## config.mk

```make
export PLATFORM = sky130hd
export DESIGN_NAME = mux8_rr_arbiter
export DESIGN_NICKNAME = d
export VERILOG_FILES = /design/src/rtl/mux8_rr_arbiter.sv
export SDC_FILE = /design/constraint.sdc
export NUM_CORES = 1
export LEC_CHECK = 0
export CAP_MARGIN = 20
export CORE_ASPECT_RATIO = 0.9
export CORE_MARGIN = 2
export CORE_UTILIZATION = 35
export DETAILED_ROUTE_END_ITERATION = 7
export PLACE_DENSITY_LB_ADDON = 0.25
export SLEW_MARGIN = 40
export SYNTH_ARGS = -nofsm -noshare
export SYNTH_HDL_FRONTEND = slang
export SYNTH_SLANG_ARGS = --single-unit
export TNS_END_PERCENT = 20
```

## constraint.sdc

```tcl
create_clock -name clk -period 8.5 [get_ports clk]
set_clock_uncertainty 0.05 [all_clocks]
set_input_delay 1.7 -clock clk [delete_from_list [all_inputs] [get_ports clk]]
set_output_delay 1.7 -clock clk [all_outputs]
set_load 0.01 [all_outputs]
```

## src/rtl/mux8_rr_arbiter.sv

```systemverilog
// Round-robin arbiter and sequencer for an external 8:1 word mux with a registered output stage.
// Optional build macro MUX8_ARB_HIPRI_PORT0_EN gives port 0 absolute priority at every load.
module mux8_rr_arbiter #(
  parameter int DATA_WIDTH = 32,
  parameter int BURST_LEN  = 2
) (
  input  logic                  clk,
  input  logic                  rst_n,
  input  logic [7:0]            req,
  output logic [7:0]            ack,
  output logic                  mux_sel_2,
  output logic                  mux_sel_1,
  output logic                  mux_sel_0,
  input  logic [DATA_WIDTH-1:0] mux_out,
  output logic                  out_valid,
  input  logic                  out_ready,
  output logic [DATA_WIDTH-1:0] out_data,
  output logic [2:0]            out_port
);

  localparam logic [3:0] BURST_MAX = 4'(BURST_LEN);

  logic [2:0]            last_grant_r;
  logic [3:0]            burst_cnt_r;
  logic                  out_valid_r;
  logic [DATA_WIDTH-1:0] out_data_r;
  logic [2:0]            out_port_r;

  logic                  slot_free_s;
  logic                  any_req_s;
  logic                  cont_s;
  logic                  hipri_s;
  logic                  load_s;
  logic                  grant_en_s;
  logic [2:0]            chosen_s;
  logic [2:0]            sel_s;

  // Nearest requester above 'last' wins; 'last' itself is scanned last, so it has lowest priority.
  function automatic logic [2:0] rr_pick(input logic [7:0] r, input logic [2:0] last);
    logic [2:0] idx;
    rr_pick = last;
    for (int i = 8; i >= 1; i--) begin
      idx     = last + 3'(i);
      rr_pick = r[idx] ? idx : rr_pick;
    end
  endfunction

  // Requester choice, load decision, ack and mux select.
  always_comb begin
    slot_free_s = !out_valid_r || out_ready;
    any_req_s   = |req;
    cont_s      = (burst_cnt_r != 4'd0) && (burst_cnt_r < BURST_MAX) && req[out_port_r];
    hipri_s     = 1'b0;
    chosen_s    = last_grant_r;
`ifdef MUX8_ARB_HIPRI_PORT0_EN
    if (req[0]) begin
      hipri_s  = 1'b1;
      chosen_s = 3'd0;
    end else if (cont_s) begin
      chosen_s = out_port_r;
    end else begin
      chosen_s = rr_pick(req, last_grant_r);
    end
`else
    if (cont_s) begin
      chosen_s = out_port_r;
    end else begin
      chosen_s = rr_pick(req, last_grant_r);
    end
`endif
    load_s     = slot_free_s && any_req_s;
    // Reset only gates the combinational handshake; the flops are already held by the async clear.
    grant_en_s = load_s && rst_n;
    if (grant_en_s) begin
      ack   = 8'd1 << chosen_s;
      sel_s = chosen_s;
    end else begin
      ack   = 8'd0;
      sel_s = last_grant_r;
    end
  end

  // Output register, tenure counter and round-robin pointer.
  always_ff @(posedge clk or negedge rst_n) begin
    if (!rst_n) begin
      last_grant_r <= 3'd7;
      burst_cnt_r  <= 4'd0;
      out_valid_r  <= 1'b0;
      out_data_r   <= '0;
      out_port_r   <= 3'd0;
    end else if (load_s) begin
      out_data_r  <= mux_out;
      out_port_r  <= chosen_s;
      out_valid_r <= 1'b1;
      if (hipri_s) begin
        burst_cnt_r <= 4'd0;
      end else if (cont_s) begin
        burst_cnt_r <= burst_cnt_r + 4'd1;
      end else begin
        burst_cnt_r  <= 4'd1;
        last_grant_r <= chosen_s;
      end
    end else if (out_valid_r && out_ready) begin
      out_valid_r <= 1'b0;
      burst_cnt_r <= 4'd0;
    end
  end

  assign {mux_sel_2, mux_sel_1, mux_sel_0} = sel_s;
  assign out_valid = out_valid_r;
  assign out_data  = out_data_r;
  assign out_port  = out_port_r;

endmodule
```

==> metrics.txt, run 1 <==
final net count=374; post-synthesis cell type count=52; Final Wtd Congestion=0.8386; simple-gate share of the synthesized area=12.37%; dpl hpwl=5047 um; cell area after layout=3826 um^2; root buffer cell=clkbuf_8; Post-Synth Adder-Cell Area=1.812%; CTS Hold Bufs=0; Pwr per Cell Area=344.8 nW/um^2; first-pass GRT wire length=11230 um; vias after detailed routing=2316; die area=8617 um^2; register clock-pin slew on the reported worst setup and hold paths=0.08 ns; I/O Pins=90; crit-path cells=clkdlybuf4s50_1 > mux4_2 > mux2_2 > and2_0 > a2111oi_0 > o31ai_1 > and2_1 > nor3_1 > clkdlybuf4s50_1; Num CTS Buffers=5; clock buffer depth=2; vias per cell=5.462; outcome=complete, no violations; Synth Register Bits=43; Total GRT Usage=15.96%; share of cells above drive strength 1=21.95%; vias in the first global route=2280; flop2flop setup slack=4.60 ns; 1st-pass router iterations=4; n_diodes=0; synth-to-layout area growth=38.56%; VDD IR max=156.0 uV; CP max-delay cell=clkdlybuf4s50_1; r2r worst-path depth=9; crit end category=primary output; Final setup viols=0; DRC=0; Crit path top cell by count=clkdlybuf4s50_1; Die Height=88.27 um; initial cell density of the core=36.42%; CTS tree=yes; GR Overflow Total=0; critical hold path startpoint=burst_cnt_r[3]; reg2reg end=last_grant_r[1]; synthesized net count=290; ys async rst share=100.0%; crit path DAT=4.97 ns; Max Freq=148.8 MHz; Syn Area/Cell=11.36 um^2; worst min path class=reg2reg; Routed WL=6827 um; cell area after synthesis=2761 um^2; min Tclk post-route=6.721 ns; Mapped Cells=243; Synth warnings=0; worst r2r src=last_grant_r[1]; CP max FO=10; largest family of logic cells by synthesized area=multiplexers; Critical Path RT=6.75 ns; setup fix buffers added after clock tree synthesis=0; Main synth FF type=dfrtp_1; post-synthesis xor/xnor area fraction=1.586%; Synth Area in Compound Gates=12.01%; routed len/inst=16.10 um; Crit Path Class=in2out; DRT antenna net count=0; initial DRC count=259; Clock Latency Late Sink=0.30 ns; largest net degree at the start of global routing=45; Max-Cap Viols=0; period utilisation layout=79.08%; CP Launch Type=input port; P_leak=1.496 nW; core area=7582 um^2; Hold Crit Depth=1; Die Wd=97.63 um; initial antenna violation count=0; Max-slew headroom=57.57%; site row count=30; RSZ-0062 raised after global routing=false; setup TNS=0 ns; Hold Crit Endpoint=burst_cnt_r[3]; sequential share of the synthesized area=39.10%; Fin. Hold Viols=0; Post-DP Area=3709 um^2; # port buffers=89; clk sinks=43; H-tree depth=2; CP max stage delay=0.57 ns; EDFF count, synth=0; Least-Margin Pin Slew=0.6326 ns; final-report max-slew violation count=0; Post-CTS Resized=0; mux cell area share after synthesis=29.36%
-- worst max-delay path, delay by kind of cell --
family	cells	cell delay, ns
AND/OR/NAND/NOR	3	0.71
AO/OA/AOI/OAI	2	0.60
multiplexers	2	0.82
buffers and inverters	2	1.14
-- cells in the final DEF, fill, tap and decap left out, types with 2 or more instances in the layout --
cell type / synthesis / final
a2bb2oi_1: 2 / 2
nand2b_1: 5 / 5
nand2_1: 23 / 23
buf_4: 0 / 2
and2_1: 6 / 6
nor3_1: 7 / 7
a31oi_1: 3 / 3
a21o_1: 3 / 3
a221oi_1: 2 / 2
dfstp_2: 3 / 3
clkbuf_8: 0 / 6
a21oi_1: 3 / 3
ha_1: 4 / 4
nand3_1: 6 / 6
o21ai_0: 5 / 5
mux4_2: 15 / 15
o2bb2ai_1: 2 / 2
nor2_1: 7 / 7
xnor2_1: 3 / 3
a311oi_1: 3 / 3
o22ai_1: 4 / 4
a22o_1: 2 / 2
inv_1: 7 / 7
clkdlybuf4s50_1: 0 / 88
mux2i_1: 2 / 2
mux2_2: 39 / 39
nor4_1: 3 / 3
or4_1: 2 / 2
o31ai_1: 4 / 4
nor3b_1: 2 / 2
xor2_1: 2 / 2
dfrtp_1: 40 / 40
-- kinds of logic (layout without fill, tap and decap cells) --
kind of cell | count (synthesis) | after routing
compound gates | 45 | 45
mux | 57 | 57
flops | 43 | 43
fa+ha+maj | 4 | 4
xor+xnor | 5 | 5
buf+inv | 22 | 107
simple gates | 67 | 67
-- power breakdown --
| group | switching (mW) | leakage (nW) | internal (mW) | total, mW |
|---|---|---|---|---|
| Sequential | 0.0695 | 0.501 | 0.247 | 0.316 |
| Clock | 0.0701 | 0.0612 | 0.0951 | 0.165 |
| Combinational | 0.423 | 0.934 | 0.414 | 0.838 |
-- per-stage QoR --
| step | setup WS (ns) | power [mW] | cells | utilization [%] | hold slack (ns) |
|---|---|---|---|---|---|
| 6_report | 1.779 | 1.319 | 424 | 50.46 | 0.4416 |
| 5_1_grt | 1.500 | 1.424 | 424 | 50.46 | 0.4632 |
| 4_1_cts | 1.754 | 1.316 | 424 | 50.46 | 0.4470 |
| 3_5_place_dp | 1.784 | 1.146 | 416 | 48.91 | 0.4220 |
| 3_3_place_gp | 1.827 | 1.141 | 416 | 48.91 | 0.4286 |
| 2_1_floorplan | 3.011 | 0.9213 | 243 | - | 0.4039 |
-- how the worst max path moves through the flow --
| stage | startpoint | end | slack, ns | cells after the start |
|---|---|---|---|---|
| 3_3_place_gp | req[3] | ack[3] | 1.83 | 9 |
| 3_5_place_dp | req[0] | ack[3] | 1.78 | 9 |
| 2_1_floorplan | req[7] | ack[2] | 3.01 | 8 |
| 6_report | req[6] | ack[6] | 1.78 | 9 |
| 4_1_cts | req[7] | ack[3] | 1.75 | 9 |
| 5_1_grt | req[7] | ack[3] | 1.50 | 9 |
-- layout make-up --
type / count / area (um^2)
timing repair buffer: 91 / 900.9
inverter: 8 / 30.03
clock buffer: 6 / 82.58
fill: 672 / 3756
tap: 96 / 120.1
clock inverter: 2 / 35.03
sequential: 43 / 1080
multi-input combinational: 178 / 1578
-- layer usage --
layer / routed length, um / vias up / GRT usage, %
li1: - / 1097 / -
met1: 2973 / 1129 / 21.98
met2: 3300 / 83 / 25.27
met3: 485 / 7 / 4.344
met4: 67 / 0 / 4.293
met5: 0 / - / 0
-- sequential cells by signal (all words and copies together), names as in the netlist --
signal        flops
out_data         32
out_port          3
burst_cnt_r       4
last_grant_r      3
out_valid         1
-- synthesized netlist by cell type, types with 3 or more instances --
cell type  instances  area share, %
dfrtp_1           40             36
mux2_2            39             16
nand2_1           23            3.1
mux4_2            15             12
clkbuf_1           7           0.95
inv_1              7           0.95
nor2_1             7           0.95
nor3_1             7            1.3
and2_1             6            1.4
nand3_1            6            1.1
buf_2              5           0.91
nand2b_1           5            1.1
o21ai_0            5           0.91
ha_1               4            1.8
o22ai_1            4           0.91
o31ai_1            4            1.1
a21o_1             3           0.82
a21oi_1            3           0.54
a311oi_1           3           0.95
a31oi_1            3           0.68
dfstp_2            3            2.9
nor4_1             3           0.68
xnor2_1            3           0.95
Power figures use the tool's default switching activity.
==> run 2, diff against run 1 <==
==> constraint.sdc (replaced) <==
create_clock -name clk -period 6 [get_ports clk]
set_clock_uncertainty 0.05 [all_clocks]
set_input_delay 1.2 -clock clk [delete_from_list [all_inputs] [get_ports clk]]
set_output_delay 1.2 -clock clk [all_outputs]
set_load 0.01 [all_outputs]
==> run 2 against run 1 <==
Net effect:
- register-to-register slack worse by 2.1 ns
- die area unchanged
- sequential power up 29%
- count of clock-buffer cells in the layout unchanged
- critical path type unchanged
- largest power group unchanged
==> metrics.txt, run 2 (synthesis results as in run 1) <==
outcome=complete, no violations; # port buffers=89; vias in the first global route=2196; min Tclk post-route=5.672 ns; Max Freq=176.3 MHz; Clock Latency Late Sink=0.29 ns; CP max-delay cell=clkdlybuf4s50_1; worst min path class=reg2reg; first-pass GRT wire length=11140 um; core area=7582 um^2; crit-path cells=clkdlybuf4s50_1 > mux4_2 > mux2_2 > and2_0 > a2111oi_1 > o31ai_1 > and2_1 > nor3_1 > clkdlybuf4s50_1; register clock-pin slew on the reported worst setup and hold paths=0.08 ns; crit end category=primary output; synth-to-layout area growth=40.24%; commonest non-fill, non-tap cells in the layout=clkdlybuf4s50_1 (88), dfrtp_1 (40), mux2_2 (39), nand2_1 (23), mux4_2 (15); worst r2r src=last_grant_r[1]; Final setup viols=0; CP Launch Type=input port; flop2flop setup slack=2.49 ns; die area=8617 um^2; initial cell density of the core=36.42%; dpl hpwl=5344 um; n_diodes=0; critical hold path startpoint=burst_cnt_r[3]; cell area after layout=3872 um^2; met1 wire length=3039 um; vias after detailed routing=2333; crit path DAT=4.42 ns; Die Wd=97.63 um; GR Overflow Total=0; final-report max-slew violation count=0; period utilisation layout=94.54%; DRT antenna net count=0; DRC=0; Routed WL=7105 um; CP max stage delay=0.56 ns; r2r worst-path depth=9; share of cells above drive strength 1=22.59%; vias per cell=5.451; site row count=30; initial DRC count=148; H-tree depth=2; CP max FO=10; CTS Hold Bufs=0; clk sinks=43; final net count=378; Critical Path RT=4.75 ns; Hold Crit Depth=1; largest net degree at the start of global routing=44; Final Wtd Congestion=0.8953; metal2 WL=3481 um; Die Height=88.27 um; Final WS setup=0.3276 ns; Crit Path Class=in2out; routed len/inst=16.60 um; initial antenna violation count=0; max reg flops=32; Final Core Density=51.07%; Num CTS Buffers=5; P_leak=1.520 nW; Max-slew headroom=58.62%; reg2reg end=last_grant_r[1]; Max-Cap Viols=0; Total GRT Usage=15.96%; Crit path top cell by count=clkdlybuf4s50_1; Least-Margin Pin Slew=0.6151 ns; VDD IR max=193.8 uV; RSZ-0062 raised after global routing=false; 1st-pass router iterations=4; pre-CTS setup slack=0.3298 ns; Pwr per Cell Area=506.1 nW/um^2; top sig layer=met4; I/O Pins=90; setup TNS=0 ns; commonest non-fill, non-tap cell in the layout=clkdlybuf4s50_1; routed length on met3=526 um; clock buffer depth=2; root buffer cell=clkbuf_8; Post-DP Area=3739 um^2; CTS tree=yes; Hold Crit Endpoint=burst_cnt_r[3]; Fin. Hold Viols=0
## run 2: cell count changes in the layout (fill, tap and decap cells not counted), sizes merged
cell    delta
buf        +4
bufinv     +1
clkinv     -1
## run 2: final cells by class
| cell class | instances | area (um^2) |
|---|---|---|
| inverters | 8 | 30.03 |
| clock inverters | 2 | 60.06 |
| well taps | 96 | 120.1 |
| fillers | 710 | 3710 |
| flip-flops and latches | 43 | 1080 |
| clock buffers | 6 | 72.57 |
| repair buffers | 95 | 930.9 |
| multi-input cells | 178 | 1579 |
## run 2: worst max-delay path by stage
stage,startpoint,end,slack (ns),depth (start not counted)
floorplan,last_grant_r[1],ack[2],1.27,12
global route,req[7],ack[3],0.05,9
CTS,req[7],ack[3],0.31,9
finish,req[7],ack[3],0.33,9
global placement,req[2],ack[1],0.36,9
detailed placement,req[0],ack[1],0.33,9
## run 2: metrics by stage
step                      hold slack [ns]  power [mW]  cells
after floorplan                    0.4039       1.305    243
after global placement             0.4281       1.680    420
after detailed placement           0.4235       1.688    420
after CTS                          0.4488       1.958    428
after global routing               0.4758       2.099    428
final                              0.4458       1.960    428
## run 2: power by group
part / internal [mW] / total (mW) / switching (mW)
clock: 0.166 / 0.263 / 0.0966
sequential: 0.348 / 0.409 / 0.0610
combinational: 0.625 / 1.29 / 0.663
total: 1.14 / 1.96 / 0.820
## run 2: worst max-delay path: cells and delay by family
| kind | cells | cell delay [ns] |
|---|---|---|
| simple gates | 3 | 0.69 |
| compound gates | 2 | 0.56 |
| mux | 2 | 0.84 |
| buf+inv | 2 | 1.12 |
## run 2: layer usage
| layer | vias up | global-route usage [%] |
|---|---|---|
| li1 | 1103 | - |
| met1 | 1144 | 21.48 |
| met2 | 82 | 26.02 |
| met3 | 4 | 4.660 |
| met4 | 0 | 3.535 |
| met5 | - | 0 |
## run 2: what timing repair did
action | in CTS | in global routing
buffers inserted | 0 | 0
endpoints found under the hold margin | 0 | 0
resized for setup | 0 | 1
setup endpoints to repair | 0 | 1
==> run 3, diff against run 2 <==
--- a/config.mk
+++ b/config.mk
@@ -8,7 +8,7 @@
 export CAP_MARGIN = 20
 export CORE_ASPECT_RATIO = 0.9
 export CORE_MARGIN = 2
-export CORE_UTILIZATION = 35
+export CORE_UTILIZATION = 42
 export DETAILED_ROUTE_END_ITERATION = 7
 export PLACE_DENSITY_LB_ADDON = 0.25
 export SLEW_MARGIN = 40
==> run 3 against run 2 <==
Net effect:
- critical path depth stayed put
- critical path type unchanged
- hold slack worse by 0.0017 ns
- critical endpoint is now ack[7]
- largest cell class unchanged
- global-route usage is 3.4 points higher
- combinational power hardly changed
==> metrics.txt, run 3 (synthesis results as in run 1) <==
Most Used Layer, Global Route=met2; setup TNS=0 ns; CP endpoint=ack[7]; I/O Pins=90; initial cell density of the core=42.61%; min Tclk post-route=5.690 ns; root buffer cell=clkbuf_8; vias in the first global route=2326; # port buffers=89; synth-to-layout area growth=38.97%; met2 Usage GRT=29.70%; Post-CTS Resized=0; Total GRT Usage=19.34%; largest net degree at the start of global routing=44; crit end category=primary output; worst r2r src=last_grant_r[1]; Fin. Hold Viols=0; commonest non-fill, non-tap cells in the layout=clkdlybuf4s50_1 (88), dfrtp_1 (40), mux2_2 (39), nand2_1 (23), mux4_2 (15); site row count=28; Max-slew headroom=57.89%; worst min path class=reg2reg; GR Overflow Total=0; DRT antenna net count=0; final-report max-slew violation count=0; commonest non-fill, non-tap cell in the layout=clkdlybuf4s50_1; Pwr per Cell Area=491.3 nW/um^2; Crit path top cell by count=clkdlybuf4s50_1; DRC=0; crit-path cells=clkdlybuf4s50_1 > mux4_2 > mux2_2 > and2_0 > a2111oi_0 > o31ai_1 > and2_1 > nor3_1 > clkdlybuf4s50_1; routed len/inst=15.95 um; Max-Cap Viols=0; Num CTS Buffers=5; core area=6481 um^2; Crit Path Class=in2out; flop2flop setup slack=2.68 ns; clk sinks=43; initial antenna violation count=0; pre-CTS setup slack=0.3303 ns; clock buffer depth=2; P_leak=1.507 nW; setup fix buffers added after clock tree synthesis=0; vias after detailed routing=2309; RSZ-0062 raised after global routing=false; Routed WL=6731 um; Final WS setup=0.3104 ns; share of cells above drive strength 1=22.29%; CP Launch Type=input port; CP max stage delay=0.58 ns; CP max-delay cell=clkdlybuf4s50_1; final net count=378; Critical Path RT=4.75 ns; Multi-input gate area=1578 um^2; H-tree depth=2; CP Buf/Inv Count=2; met1 global-route usage=27.44%; critical path depth=9; fin cells=422; Least-Margin Pin Slew=0.6259 ns; vias per cell=5.472; Final setup viols=0; Placed Instances=414; Die Wd=89.47 um; initial DRC count=169; CP max FO=10; n_diodes=0; crit path DAT=4.44 ns; r2r worst-path depth=9; GR Util met3=6.199%; Die Height=80.93 um; FF/Latch Area=1080 um^2; die area=7240 um^2; outcome=complete, no violations; VDD IR max=201.8 uV; Worst Setup SP=req[6]; 1st-pass router iterations=4; CTS Hold Bufs=0; dpl hpwl=5046 um; max reg flops=32; Clock Latency Late Sink=0.28 ns; Max Freq=175.8 MHz; Layout fillers=549; CP top delay family=buffers and inverters; reg2reg end=last_grant_r[1]; register clock-pin slew on the reported worst setup and hold paths=0.07 ns; first-pass GRT wire length=11010 um; Final Wtd Congestion=0.8992; CTS tree=yes; period utilisation layout=94.83%
-- run 3: changes by cell type in the layout (fill, tap and decap cells not counted), sizes merged --
| cell | delta |
|---|---|
| clkbuf | +1 |
| bufinv | -1 |
-- run 3: final cells by class --
cell class / count / area share (%)
clock inverter: 1 / 0.7825
clock buffer: 7 / 1.989
tap: 90 / 2.934
multi-input combinational: 178 / 41.12
sequential: 43 / 28.14
timing repair buffer: 95 / 24.26
inverter: 8 / 0.7825
-- run 3: worst min path at each step --
stage | startpoint | depth (start not counted) | to
floorplan | burst_cnt_r[3] | 1 | burst_cnt_r[3]
global placement | burst_cnt_r[3] | 1 | burst_cnt_r[3]
detailed placement | burst_cnt_r[3] | 1 | burst_cnt_r[3]
CTS | burst_cnt_r[3] | 1 | burst_cnt_r[3]
global route | burst_cnt_r[3] | 1 | burst_cnt_r[3]
finish | burst_cnt_r[3] | 1 | burst_cnt_r[3]
-- run 3: through the flow --
step | util, % | power [mW] | hold slack [ns] | instance area, um^2
2_1_floorplan | - | 1.305 | 0.4039 | 2761
3_3_place_gp | 57.57 | 1.645 | 0.4284 | 3731
3_5_place_dp | 57.57 | 1.660 | 0.4242 | 3731
4_1_cts | 59.21 | 1.886 | 0.4498 | 3837
5_1_grt | 59.21 | 2.036 | 0.4830 | 3837
6_report | 59.21 | 1.885 | 0.4442 | 3837
-- run 3: metal layers --
layer / wire length (um) / up-vias
met3: 501 / 2
met4: 19 / 0
met5: 0 / -
li1: - / 1105
met2: 3183 / 91
met1: 3026 / 1111
-- run 3: power breakdown --
part	internal, mW	switching [mW]	total, mW
Sequential	0.348	0.0579	0.406
Combinational	0.614	0.650	1.26
Clock	0.125	0.0904	0.215
==> RTL change 1 (flow settings as in run 1) <==
Add a define of `MUX8_ARB_HIPRI_PORT0_EN`.
--- a/src/rtl/mux8_rr_arbiter.sv
+++ b/src/rtl/mux8_rr_arbiter.sv
@@ -1,5 +1,7 @@
 // Round-robin arbiter and sequencer for an external 8:1 word mux with a registered output stage.
 // Optional build macro MUX8_ARB_HIPRI_PORT0_EN gives port 0 absolute priority at every load.
+`define MUX8_ARB_HIPRI_PORT0_EN
+
 module mux8_rr_arbiter #(
   parameter int DATA_WIDTH = 32,
   parameter int BURST_LEN  = 2
Formal check against the unedited RTL: not equivalent (Yosys sat finds a counterexample within 4 cycles, from zero or initial values and one cycle with rst_n low).
==> RTL change 1 against run 1 <==
Total power is 4.1% lower. Area after synthesis is 8.5% higher. Via count is 5.8% higher. Sequential share of layout area is 1.5 points lower. First-iteration DRC count is 37% lower. Synthesized cell count is 5.8% higher. Worst hold slack better by 0.0047 ns. Design area is 5.8% higher. Worst setup slack worse by 0.24 ns. Sequential cell count stayed put. Wire length is 11% higher. Critical path type unchanged. Largest cell class unchanged.
==> RTL change 1: results (changes against run 1) <==
* Met1 usage at 24.9% (+2.9 points)
* Slew Viols, Final at 0 (unchanged)
* Cells after DPL at 443 (+6.5%)
* Peak supply drop at 121 uV (-23%)
* Data buffer area share at 22.3% (-1.3 points)
* Data arrival time of the critical path at 5.22 ns (+0.25 ns)
* Final nets at 378 (+1.1%)
* First-pass GRT wire length at 12.8 mm (+14%)
* Cell count after synthesis at 257 (+5.8%)
* Vias at 2450 (+5.8%)
* Non-Filler Instances at 451 (+6.4%)
* Multi-input gates at 184 (+3.4%)
* Top cells by count, synth: dfrtp_1 (40), mux2_2 (38), nand2_1 (21), mux4_2 (15), o21ai_0 (13)
* Psw at 0.000522 W (-7.2%)
* CTS root buf: clkbuf_8
* Gpl congestion at 0.883 (+5.3%)
* Routing usage on met3 at 4.12% (-0.23 points)
* Yosys cell types at 54 (+3.8%)
* Synth Flop Type: dfrtp_1
* Synth top area cells: dfrtp_1 (33%), mux2_2 (14%), mux4_2 (11%)
* Initial DRC count at 162 (-37%)
* Post-detail-place hpwl at 5.40 mm (+6.9%)
* Total GRT Usage at 17.3% (+1.3 points)
* Signal inverters at 6 (-2)
* Leakage power at 1.56 nW (+4.5%)
* Status: complete, no violations
* Delay of the slowest cell on the worst path at 0.77 ns (+0.20 ns)
* Global routing met2 resource utilization at 26.4% (+1.2 points)
* Total Routed Length at 7.54 mm (+11%)
* Part of the power in combinational logic at 61.0% (-2.5 points)
* Sequential fraction of total cell area at 26.7% (-1.5 points)
* Crit Path Max Fanout at 20 (+10)
* Met2 wire len at 3.46 mm (+4.9%)
* Area of the multi-input gates at 0.00176 sq mm (+12%)
* Sequential-to-total area share from yosys stat at 36.0% (-3.1 points)
* Layout fillers at 779 (+16%)
* P_comb at 0.000772 W (-7.9%)
* # diodes at 0 (unchanged)
* Net Count, Synth at 304 (+4.8%)
* Slew HR at 48.9% (-8.6 points)
* Share of cells above drive strength 1 at 22.6% (+0.64 points)
* WL met3 at 617 microns (+27%)
* Clk. pwr at 0.000186 W (+13%)
* Layout clock area frac at 3.28% (+0.20 points)
* Final Util at 47.9% (-2.6 points)
* Crit path max-delay family: buffers and inverters
* WL met1 at 3.37 mm (+13%)
* Worst R2R Path Depth at 8 (-1)
[RTL change 1: metrics by stage]
step | worst slack [ns] | area, sq um
final | 1.53 | 4050
after detailed placement | 1.58 | 3910
after global routing | 1.09 | 4050
after global placement | 1.63 | 3910
after floorplan | 2.99 | 3000
after CTS | 1.57 | 4050
[RTL change 1: final timing paths]
path / startpoint / endpoint / slack (ns)
min in group asynchronous: rst_n / out_data[30] / 1.41
worst min-delay path: burst_cnt_r[3] / burst_cnt_r[3] / 0.45
worst min register to register: burst_cnt_r[3] / burst_cnt_r[3] / 0.45
worst max-delay path: req[0] / ack[5] / 1.53
max in group asynchronous: rst_n / last_grant_r[1] / 6.60
worst max register to register: last_grant_r[1] / out_port[0] / 4.40
[RTL change 1: logic make-up (layout without fill, tap and decap cells)]
kind of cell	count (synthesis)	in the layout	share of synthesized area [%]
mux	72	72	33.9
xor+xnor	4	4	1.42
compound gates	45	45	11.3
fa+ha+maj	4	4	1.67
simple gates	59	59	10.5
buf+inv	30	105	5.18
flops	43	43	36.0
==> RTL change 2 (config.mk and constraints of run 1) <==
Made on the original files. Reset style: synchronous (`rst_n`), changed in one clocked block. Comments in the files are not updated.
--- a/src/rtl/mux8_rr_arbiter.sv
+++ b/src/rtl/mux8_rr_arbiter.sv
@@ -81,7 +81,7 @@
   end
 
   // Output register, tenure counter and round-robin pointer.
-  always_ff @(posedge clk or negedge rst_n) begin
+  always_ff @(posedge clk) begin
     if (!rst_n) begin
       last_grant_r <= 3'd7;
       burst_cnt_r  <= 4'd0;
Function: differs if rst_n is asserted again (counterexample within 4 cycles, from zero or initial values and one cycle with rst_n low); with rst_n held inactive, the same outputs for 10 cycles.
==> RTL change 2 against run 1 <==
Design area is 1.4% lower. Non-clock buffer count increased by 1. Total power is 9.5% lower. Area after synthesis fell by 2.2%. Sequential cell count unchanged. Utilization decreased by 0.20 points. Global-route usage rose by 0.81 points. Critical path depth is the same. Sequential share of layout area is 5.4 points lower. Worst setup slack improved by 0.12 ns. Sequential power fell by 15%. Wire length rose by 2.9%. Critical endpoint is now ack[4].
==> RTL change 2: results (changes against run 1) <==
* Status: complete, no violations
* Met1 usage at 24.5% (+2.5 points)
* Clk slew on worst S/H paths at around 0.09 ns
* Max clock buf depth at 2 (unchanged)
* Mux share of post-synthesis cell area at 16.6% (-13 points)
* Clock buffer count from CTS at 5 (unchanged)
* Peak supply drop at 113 uV (-27%)
* Max Used Layer: met4
* Total Routed Length at 7.02 mm (+2.9%)
* Yosys cell types at 59 (+13%)
* Final nets at 441 (+18%)
* Max reg flops at 32 (unchanged)
* Synth Area in Compound Gates at 23.0% (+11 points)
* Routing usage on met3 at 4.42% (+0.071 points)
* Yosys warns at 0 (unchanged)
* Hold Buf Count CTS at 0 (unchanged)
* Worst Max-Slew Pin Slew at 0.664 ns (+0.0311 ns)
* Top cells by count, synth: nand2_1 (80), dfxtp_1 (43), a21boi_0 (33), nor2_1 (13), mux4_2 (12)
* Global routing met2 resource utilization at 25.4% (+0.11 points)
* Post_cts resized at 0 (unchanged)
* Met2 wire len at 3.27 mm (-0.79%)
* Ys async rst share at 0% (-100 points)
* Synth Area in XOR/XNOR at 1.53% (-0.057 points)
* Layout fillers at 735 (+9.4%)
* Synth top area cells: dfxtp_1 (32%), nand2_1 (11%), mux4_2 (10%)
* Cells after DPL at 483 (+16%)
* Via density at 5.25 (-4.0%)
* Vias in the first global route at 2260 (-0.88%)
* Total GRT Usage at 16.8% (+0.81 points)
* WL met1 at 3.29 mm (+11%)
* Synthesized area per cell at 8.63 sq um (-24%)
* Initial antenna violation count at 0 (unchanged)
* Data arrival time of the critical path at 4.85 ns (-0.12 ns)
* DR pass1 iterations at 4 (unchanged)
* # diodes at 0 (unchanged)
* Share of cells above drive strength 1 at 11.4% (-11 points)
* Per-cell routed wire length at 14.3 microns (-11%)
* Net Count, Synth at 360 (+24%)
* Leakage power at 1.43 nW (-4.1%)
* CTS root buf: clkbuf_8
* Pin count of the biggest net entering global routing at 46 (+2.2%)
* Hold WC Path Type: flop to flop
* Synth Area in Adders at 1.85% (+0.041 points)
* Initial DRC count at 256 (-1.2%)
* H-tree lvl count at 2 (unchanged)
* Gpl congestion at 0.876 (+4.4%)
* WL met3 at 434 microns (-11%)
* # Post-CTS Setup Buffers at 0 (unchanged)
* Post-detail-place hpwl at 5.06 mm (+0.23%)
* Worst-Skew Late Latency at between 0.2 and 0.3 ns
* First-pass GRT wire length at 11.2 mm (about the same)
* Port buffer count at 89 (unchanged)
* Sequential-to-total area share from yosys stat at 31.9% (-7.2 points)
* Crit Path Max Fanout at 9 (-1)
==> RTL change 2: cell count changes in the layout (fill, tap and decap cells not counted), sizes merged, moves of 5 or more <==
cell	delta
a21boi	+33
dfxtp	+43
mux2	-33
and2	-5
nor2b	+8
o21ai	+8
nor2	+7
mux2i	+6
dfrtp	-40
a21oi	+9
nand2	+57
==> RTL change 2: where the power goes <==
group	switching, W	internal (W)
clock network	0.0000739	0.0000885
logic	0.000393	0.000370
registers	0.0000448	0.000225
total	0.000511	0.000683
==> RTL change 2: cell type report <==
type / count / share of cell area [%]
clock buffers: 5 / 1.82
clock inverters: 3 / 1.23
inverters: 7 / 0.696
multi-input cells: 245 / 46.0
flip-flops and latches: 43 / 22.8
well taps: 96 / 3.18
repair buffers: 92 / 24.2
==> RTL change 2: worst paths after layout <==
path | startpoint | endpoint | slack, ns | cells after the start
setup reg to reg | last_grant_r[1] | out_port[0] | 5.07 | 8
setup / recovery | req[1] | ack[4] | 1.90 | 9
hold reg to reg | out_data[2] | out_data[2] | 0.41 | 2
hold / removal | out_data[2] | out_data[2] | 0.41 | 2
==> RTL change 2: critical path, stage by stage <==
cell and delay [ns]:
clkdlybuf4s50_1 0.54, mux4_2 0.51, mux2_2 0.31, and2_1 0.25, nor3_2 0.30, nor3_1 0.14, a211oi_4 0.37, nor2b_1 0.18
clkdlybuf4s50_1 0.54
==> RTL change 2: through the flow <==
| stage | util [%] | area, sq um | worst slack (ns) |
|---|---|---|---|
| 2_1_floorplan | - | 2700 | 3.17 |
| 3_3_place_gp | 48.7 | 3660 | 2.01 |
| 3_5_place_dp | 48.7 | 3660 | 1.90 |
| 4_1_cts | 50.3 | 3770 | 1.89 |
| 5_1_grt | 50.3 | 3770 | 1.73 |
| 6_report | 50.3 | 3770 | 1.90 |
